[config.mk]
export PLATFORM = sky130hd
export DESIGN_NAME = adder_seq_flat
export DESIGN_NICKNAME = d
export VERILOG_FILES = /design/src/rtl/adder_pkg.sv /design/src/rtl/adder_seq_if.sv /design/src/rtl/adder_seq_add_chunk.sv /design/src/rtl/adder_seq.sv /design/src/flat_wrapper.sv
export SDC_FILE = /design/constraint.sdc
export NUM_CORES = 1
export LEC_CHECK = 0
export BUFFER_PORTS_ARGS = -buffer_cell sky130_fd_sc_hd__buf_2
export CORE_AREA = 2 2 79 81
export CTS_BUF_LIST = sky130_fd_sc_hd__clkbuf_8
export DETAILED_ROUTE_END_ITERATION = 6
export DIE_AREA = 0 0 81 83
export PLACE_DENSITY = 0.77
export SYNTH_ARGS = -nofsm -noshare
export SYNTH_HDL_FRONTEND = slang
export SYNTH_HIERARCHICAL = 1
export SYNTH_SLANG_ARGS = --single-unit
[constraint.sdc]
create_clock -name clk -period 6.2 [get_ports clk]
set_input_delay 0.93 -clock clk [delete_from_list [all_inputs] [get_ports clk]]
set_output_delay 0.93 -clock clk [all_outputs]
set_load 0.05 [all_outputs]
[src/rtl/adder_pkg.sv]
// Shared definitions for the multi-cycle sliced adder/subtractor.
package adder_pkg;

  typedef enum logic [1:0] {
    ST_IDLE = 2'd0,
    ST_RUN  = 2'd1,
    ST_DONE = 2'd2
  } state_e;

  function automatic bit chunk_ok(input int unsigned width, input int unsigned chunk);
    return (chunk != 0) && (width >= chunk) && ((width % chunk) == 0);
  endfunction

endpackage

[src/rtl/adder_seq_if.sv]
// Start/done handshake and operand/result bus for adder_seq.
interface adder_seq_if #(
  parameter int unsigned WIDTH = 16
) ();
  logic             start;
  logic [WIDTH-1:0] a;
  logic [WIDTH-1:0] b;
  logic             cin;
  logic             sub;
  logic             busy;
  logic             done;
  logic [WIDTH-1:0] s;
  logic             cout;
  logic             ovf;

  modport master (output start, a, b, cin, sub, input busy, done, s, cout, ovf);
  modport slave  (input start, a, b, cin, sub, output busy, done, s, cout, ovf);
endinterface

[src/rtl/adder_seq_add_chunk.sv]
// Combinational CHUNK-bit ripple-carry adder slice.
module add_chunk #(
  parameter int unsigned CHUNK = 4
) (
  input  logic [CHUNK-1:0] a,
  input  logic [CHUNK-1:0] b,
  input  logic             cin,
  output logic [CHUNK-1:0] s,
  output logic             cout
);

  logic [CHUNK:0] c;

  always_comb begin
    c    = '0;
    s    = '0;
    c[0] = cin;
    for (int unsigned i = 0; i < CHUNK; i++) begin
      s[i]   = a[i] ^ b[i] ^ c[i];
      c[i+1] = (a[i] & b[i]) | (a[i] & c[i]) | (b[i] & c[i]);
    end
    cout = c[CHUNK];
  end

endmodule

[src/rtl/adder_seq.sv]
// Multi-cycle adder/subtractor: one CHUNK-bit slice per clock, start/done handshake,
// carry-out and signed-overflow flags.
module adder_seq
  import adder_pkg::*;
#(
  parameter int unsigned WIDTH = 16,
  parameter int unsigned CHUNK = 4
) (
  input logic       clk,
  input logic       rst_n,
  adder_seq_if.slave bus
);

  localparam int unsigned N  = WIDTH / CHUNK;
  localparam int unsigned KW = (N > 1) ? $clog2(N) : 1;
  localparam logic [KW-1:0] K_LAST = KW'(N - 1);

  if (!chunk_ok(WIDTH, CHUNK)) begin : g_bad_params
    $error("adder_seq: WIDTH must be a non-zero multiple of CHUNK");
  end

  state_e            state_q;
  logic [WIDTH-1:0]  a_q, b_q, res_q, s_q;
  logic              carry_q, a_msb_q, b_msb_q;
  logic              busy_q, done_q, cout_q, ovf_q;
  logic [KW-1:0]     k_q;

  logic [CHUNK-1:0]  sum_c;
  logic              carry_c;
  logic [WIDTH-1:0]  beff_c, a_d, b_d, res_d;

  add_chunk #(.CHUNK(CHUNK)) u_add_chunk (
    .a    (a_q[CHUNK-1:0]),
    .b    (b_q[CHUNK-1:0]),
    .cin  (carry_q),
    .s    (sum_c),
    .cout (carry_c)
  );

  // Operands shift right so the active slice is always at bit 0; sums enter at the top.
  always_comb begin
    logic [WIDTH+CHUNK-1:0] a_cat, b_cat, res_cat;
    beff_c  = bus.sub ? ~bus.b : bus.b;
    a_cat   = {CHUNK'(0), a_q};
    b_cat   = {CHUNK'(0), b_q};
    res_cat = {sum_c, res_q};
    a_d     = a_cat[WIDTH+CHUNK-1:CHUNK];
    b_d     = b_cat[WIDTH+CHUNK-1:CHUNK];
    res_d   = res_cat[WIDTH+CHUNK-1:CHUNK];
  end

  always_ff @(posedge clk) begin
    if (!rst_n) begin
      state_q <= ST_IDLE;
      a_q     <= '0;
      b_q     <= '0;
      res_q   <= '0;
      s_q     <= '0;
      carry_q <= 1'b0;
      a_msb_q <= 1'b0;
      b_msb_q <= 1'b0;
      busy_q  <= 1'b0;
      done_q  <= 1'b0;
      cout_q  <= 1'b0;
      ovf_q   <= 1'b0;
      k_q     <= '0;
    end else begin
      case (state_q)
        ST_IDLE, ST_DONE: begin
          done_q <= 1'b0;
          if (bus.start) begin
            a_q     <= bus.a;
            b_q     <= beff_c;
            carry_q <= bus.cin;
            a_msb_q <= bus.a[WIDTH-1];
            b_msb_q <= beff_c[WIDTH-1];
            k_q     <= '0;
            busy_q  <= 1'b1;
            state_q <= ST_RUN;
          end else begin
            busy_q  <= 1'b0;
            state_q <= ST_IDLE;
          end
        end
        ST_RUN: begin
          a_q     <= a_d;
          b_q     <= b_d;
          res_q   <= res_d;
          carry_q <= carry_c;
          k_q     <= k_q + KW'(1);
          // Results are registered on entry to DONE so they are visible with the done pulse.
          if (k_q == K_LAST) begin
            busy_q  <= 1'b0;
            done_q  <= 1'b1;
            s_q     <= res_d;
            cout_q  <= carry_c;
            ovf_q   <= (a_msb_q == b_msb_q) && (res_d[WIDTH-1] != a_msb_q);
            state_q <= ST_DONE;
          end
        end
        default: begin
          busy_q  <= 1'b0;
          done_q  <= 1'b0;
          state_q <= ST_IDLE;
        end
      endcase
    end
  end

  assign bus.busy = busy_q;
  assign bus.done = done_q;
  assign bus.s    = s_q;
  assign bus.cout = cout_q;
  assign bus.ovf  = ovf_q;

endmodule
[src/flat_wrapper.sv]
// flat-port wrapper written by rule: the top's interface ports become plain ports
module adder_seq_flat import adder_pkg::*;
#(
  parameter int unsigned WIDTH = 16,
  parameter int unsigned CHUNK = 4
)
  (clk, rst_n, bus_start, bus_a, bus_b, bus_cin, bus_sub, bus_busy, bus_done, bus_s, bus_cout, bus_ovf);
  adder_seq_if #(.WIDTH(WIDTH)) bus_i ();
  input logic clk;
  input logic rst_n;
  input wire logic [$bits(bus_i.start)-1:0] bus_start;
  input wire logic [$bits(bus_i.a)-1:0] bus_a;
  input wire logic [$bits(bus_i.b)-1:0] bus_b;
  input wire logic [$bits(bus_i.cin)-1:0] bus_cin;
  input wire logic [$bits(bus_i.sub)-1:0] bus_sub;
  output wire logic [$bits(bus_i.busy)-1:0] bus_busy;
  output wire logic [$bits(bus_i.done)-1:0] bus_done;
  output wire logic [$bits(bus_i.s)-1:0] bus_s;
  output wire logic [$bits(bus_i.cout)-1:0] bus_cout;
  output wire logic [$bits(bus_i.ovf)-1:0] bus_ovf;
  assign bus_i.start = bus_start;
  assign bus_i.a = bus_a;
  assign bus_i.b = bus_b;
  assign bus_i.cin = bus_cin;
  assign bus_i.sub = bus_sub;
  assign bus_busy = bus_i.busy;
  assign bus_done = bus_i.done;
  assign bus_s = bus_i.s;
  assign bus_cout = bus_i.cout;
  assign bus_ovf = bus_i.ovf;
  adder_seq #(.WIDTH(WIDTH), .CHUNK(CHUNK)) u_core (.clk(clk), .rst_n(rst_n), .bus(bus_i));
endmodule
==> flow_summary.toml, run 1 <==
[worst_setup_path]
crit_type = "reg -> reg"
critPathCaptureType = "flop"
cp-start-kind = "flop"
required_ns = 6.48
crit_fanout = 4
cp.arrival_ns = 2.49

[sta]
hold_viol_final = 0
timing.hold.ws_ns = 0.448
slew_headroom_pct = 35.5
maxSlewViolCount = 0
setup_violations = 0
min_period_over_period_pct = 35.6
worst_slew_pin_slew_ns = 0.968
finClkSkew_ns = 0.0124
rsz0062_at_grt = "false"
fin_ws_ns = 3.99
fmax_mhz = 453
finalSetupTns_ns = 0
period_needed_ns = 2.21

[clock_tree]
cts_tree = "yes"
cts-resized-gates = 0
cts_root_buf = "clkbuf_8"
h-tree-depth = 3
worstSkewPairLatency_ns = 0.35
numCtsBuffers = 9
postCtsSetupBuffers = 0
clockBufferDepth = 2
hold_buffers = 0
clock-sinks = 71
cts.clk_slew.worst_paths_ns = 0.07

[floorplan]
coreArea_um2 = 5820
start_util_pct = 53.7
dieWidth_um = 81
dieArea_um2 = 6720
ios = 57
die_h_um = 83
rows = 28

[logic_synthesis]
synth_xor_area_share_pct = 4.48
synth_top_family_by_area = "compound AO/OA/AOI/OAI gates"
syn_inst = 345
muxShareOfSynthArea_pct = 0
synthesis.nets = 387
yosysTopAreaCell = "dfxtp_1"
ys_warn_count = 6
yosys.area_share.simple_pct = 16.6
syn_area_per_cell_um2 = 9.06
synth_cell_types = 29
synth_fa_ha_area_share_pct = 2.96
synth-compound-area-share_pct = 23.1
synth.yosys.seq_area_share_pct = 45.5
ys_seq_elements = 71
yosysTopAreaCellShare_pct = 45.5
synth.cell_area_um2 = 3130
yosys-top-cells-area = "dfxtp_1 45%, a21boi_1 13%, nand2_1 8.3%"

[detailed_routing]
drt-initial-drc-count = 132
drc = 0
ant_nets = 0
finalWirelength_mm = 5.92
avgViaCountPerCell = 5.37
firstDrtPassIters = 4
vias = 2485
wl_per_cell_um = 12.8

[finish]
layout.cells.most_common = "dfxtp_1"
register_area_um2 = 1420
layout_common_cells = "71 x dfxtp_1, 69 x nand2_1, 56 x buf_2, 56 x a21boi_1, 34 x nand3_1"
layout-drive-gt1-share_pct = 19.3
multiInputGateArea_um2 = 1480
nNetsFinal = 426
num-fill-cells = 530
area_delta_synth_final_pct = 11.4
diodes = 0

[power_and_ir_drop]
p_total_mw = 0.896
comb_power_share_pct = 11.6
power.density_nw_per_um2 = 257
swShare_pct = 26.6
internal-power_mw = 0.658
leakagePower_nw = 1.43
power_frac_seq_pct = 54.6
vdd_drop_max_mv = 0.139
clkPwrFrac_pct = 33.7
p_switching_mw = 0.238

[status]
status = "complete, no violations"

[placement]
post-dp-hpwl_mm = 3.71
port_buffers = 56
post-place-ws_ns = 3.99
gp_congestion = 0.708

[grt]
grt_pass1_wl_mm = 10.1
grt_max_degree = 72
overflow = 0
grt_use_total_pct = 19.1
grt_pass1_vias = 2273
antenna_found_initial = 0

[run]
maxCapViolCount = 0

[hold_path]
hp-class = "reg -> reg"
==> Yosys cell counts (all sizes together) <==
master	number
clkbuf	8
o21ai	2
nor2	2
xor2	16
buf	22
nand3	34
a21oi	2
a21boi	66
and2b	1
fa	4
nor2b	1
ha	1
dfxtp	71
o211a	1
inv	10
and3	2
o21a	1
a22oi	25
and3b	1
nand2b	2
nand2	69
and2	1
nand3b	3
==> power by group through the flow <==
stage	logic [mW]	clock network (mW)	registers, mW
after floorplan	0.0835	0	0.498
after global placement	0.103	0	0.499
after detailed placement	0.104	0	0.500
after CTS	0.105	0.310	0.490
after global routing	0.117	0.328	0.492
final	0.104	0.302	0.490
==> layout make-up <==
| cell class | count | share of cell area (%) |
|---|---|---|
| multi-input combinational | 234 | 42.5 |
| sequential | 71 | 40.8 |
| timing repair buffer | 58 | 8.48 |
| clock buffer | 9 | 3.56 |
| tap | 75 | 2.70 |
| inverter | 10 | 1.08 |
| clock inverter | 6 | 0.899 |
==> critical path, stage by stage (launching register included) <==
cell,delay (ns)
dfxtp_1,0.31
inv_1,0.07
fa_1,0.17
inv_1,0.05
fa_1,0.37
fa_1,0.36
inv_1,0.07
fa_1,0.40
inv_1,0.12
a21oi_1,0.08
a21oi_1,0.16
==> flip-flops by register name, indices dropped and copies added (netlist names) <==
register	flops
u_core/bus.busy	1
u_core/bus.cout	1
u_core/bus.s	16
u_core/bus.done	1
u_core/bus.ovf	1
u_core/state_q	2
u_core/carry_q	1
u_core/b_msb_q	1
u_core/a_q	16
u_core/k_q	2
u_core/res_q	12
u_core/a_msb_q	1
u_core/b_q	16
==> routing by layer <==
metal / GRT usage, % / vias to the layer above / share of wire, % / wire length, um
li1: - / 1252 / - / -
met1: 22.7 / 1159 / 47 / 2790
met2: 31.0 / 64 / 46 / 2700
met3: 5.22 / 10 / 5.8 / 345
met4: 10.2 / 0 / 1.4 / 84
met5: 0 / - / 0 / 0
==> logic make-up after synthesis <==
family          Yosys count
buf+inv                  40
simple gates            116
xor+xnor                 16
fa+ha+maj                 5
compound gates           97
flops                    71
==> final timing paths <==
check,start,to,slack (ns),cells past startpoint
worst max-delay path,u_core/a_q[0],u_core/bus.ovf,3.99,10
worst min register to register,u_core/bus.s[6],u_core/bus.s[6],0.45,2
worst max register to register,u_core/a_q[0],u_core/bus.ovf,3.99,10
worst min-delay path,u_core/bus.s[6],u_core/bus.s[6],0.45,2
==> metrics by stage <==
step           std cells  cell area (um^2)  utilization, %
2_1_floorplan        345              3130               -
6_report             463              3480            59.9
4_1_cts              463              3480            59.9
3_3_place_gp         448              3330            57.2
5_1_grt              463              3480            59.9
3_5_place_dp         448              3330            57.2
Power figures use the tool's default switching activity.
==> inputs of run 2 (changes only) <==
- clock period: 6.2 -> 2.2 ns (I/O delays scaled with it)
==> run 2 against run 1 <==
Net effect:
- hold slack got worse by 0.23 ns
- sequential share of layout area is 1.3 points lower
- cell area grew 3.6%
- combinational power rose to 3.1 times the previous value
- final cell count up 1.3%
- total power grew to 3.1 times the previous value
- critical path type unchanged
- largest cell class unchanged
- largest power group unchanged
==> flow_summary.toml, run 2 (synthesis results as in run 1) <==
[detailed_routing]
ant_nets = 0
drc = 0
firstDrtPassIters = 4
finalWirelength_mm = 6.34
drt-initial-drc-count = 99
wl_per_cell_um = 13.5
vias = 2498
avgViaCountPerCell = 5.33

[finish]
nNetsFinal = 431
diodes = 0
final_util_pct = 62.0
layout-drive-gt1-share_pct = 24.6
area_delta_synth_final_pct = 15.4
final_cell_area_um2 = 3610
finalNonFillerCells = 469
layout_common_cells = "68 x nand2_1, 68 x dfxtp_1, 57 x a21boi_1, 56 x buf_2, 34 x nand3_1"
num-fill-cells = 521

[sta]
finalSetupTns_ns = 0
timing.hold.ws_ns = 0.220
worst_slew_pin_slew_ns = 0.683
period_needed_ns = 2.16
setup_violations = 0
finClkSkew_ns = 0.00656
min_period_over_period_pct = 98.2
slew_headroom_pct = 54.5
fmax_mhz = 463
maxSlewViolCount = 0
rsz0062_at_grt = "true"
hold_viol_final = 0

[worst_setup_path]
crit_buf_inv = 4
cp-start-kind = "flop"
cp_top_family = "adder cells"
critical-path-max-stage-delay_ns = 0.42
cp.arrival_ns = 2.40
cp_cell_sequence = "inv_2 > fa_2 > inv_2 > fa_2 > fa_2 > inv_2 > fa_1 > inv_2 > nand3b_1 > a21oi_2"
required_ns = 2.44
crit_type = "reg -> reg"
crit_slowest_cell = "fa_1"
crit_fanout = 4
crit_top_cell = "inv_2"
critPathCaptureType = "flop"

[floorplan]
coreArea_um2 = 5820
ios = 57
rows = 28
start_util_pct = 53.7
dieWidth_um = 81
die_h_um = 83
dieArea_um2 = 6720

[placement]
dp.cells = 453
post-dp-hpwl_mm = 4.08
port_buffers = 56
place_area_um2 = 3380
gp_congestion = 0.709

[grt]
grt_use_total_pct = 19.9
overflow = 0
grt_pass1_wl_mm = 10.6
grt_max_degree = 41
antenna_found_initial = 0
grt_pass1_vias = 2301

[clock_tree]
cts_root_buf = "clkbuf_8"
clockBufferDepth = 2
clock-sinks = 71
cts_tree = "yes"
numCtsBuffers = 9
cts.clk_slew.worst_paths_ns = 0.07
worstSkewPairLatency_ns = 0.35
h-tree-depth = 3
hold_buffers = 0

[hold_path]
hp-class = "in -> reg"

[power_and_ir_drop]
leakagePower_nw = 1.46
vdd_drop_max_mv = 0.460
power.density_nw_per_um2 = 768

[run]
maxCapViolCount = 0

[status]
status = "complete, no violations"
==> run 2: final cells by class <==
| class | instances | area, um^2 | share of cell area (%) |
|---|---|---|---|
| repair buffers | 63 | 345 | 9.58 |
| clock buffers | 11 | 151 | 4.20 |
| multi-input cells | 234 | 1500 | 41.5 |
| inverters | 10 | 37.5 | 1.04 |
| well taps | 75 | 93.8 | 2.60 |
| clock inverters | 5 | 57.6 | 1.60 |
| flip-flops and latches | 71 | 1430 | 39.5 |
==> run 2: per-layer routing <==
layer	up-vias	global-route usage (%)	wire, um
li1	1263	-	-
met1	1166	26.5	2960
met2	56	30.5	3010
met3	13	4.35	249
met4	0	9.24	124
met5	-	0	0
==> run 2: power breakdown <==
part | switching [mW] | internal, mW | total, mW
clock | 0.488 | 0.583 | 1.07
combinational | 0.187 | 0.132 | 0.319
sequential | 0.0363 | 1.34 | 1.38
total | 0.711 | 2.06 | 2.77
==> run 2: worst paths after layout <==
path,from,end,slack [ns],cells past startpoint
max,u_core/a_q[0],u_core/bus.ovf,0.04,10
min,bus_a[13],u_core/a_q[13],0.22,3
max reg2reg,u_core/a_q[0],u_core/bus.ovf,0.04,10
min reg2reg,u_core/bus.s[11],u_core/bus.s[11],0.45,2
==> run 2: what timing repair did <==
action / CTS / global route
pin swaps: 1 / 4
endpoints found under the setup margin: 2 / 3
buffers inserted: 0 / 0
resized for setup: 2 / 14
==> run 2: tightest hold or removal path: cells and delay by family <==
kind / cells / cell delay (ns)
AO/OA/AOI/OAI: 1 / 0.05
buffers and inverters: 1 / 0.09
AND/OR/NAND/NOR: 1 / 0.04
==> run 2: through the flow <==
step / worst slack [ns] / power (mW)
after global routing: -0.0492 / 2.89
after detailed placement: -0.0598 / 1.72
after floorplan: 0.0968 / 1.64
after CTS: 0.00291 / 2.79
final: 0.0398 / 2.77
after global placement: 0.0299 / 1.71
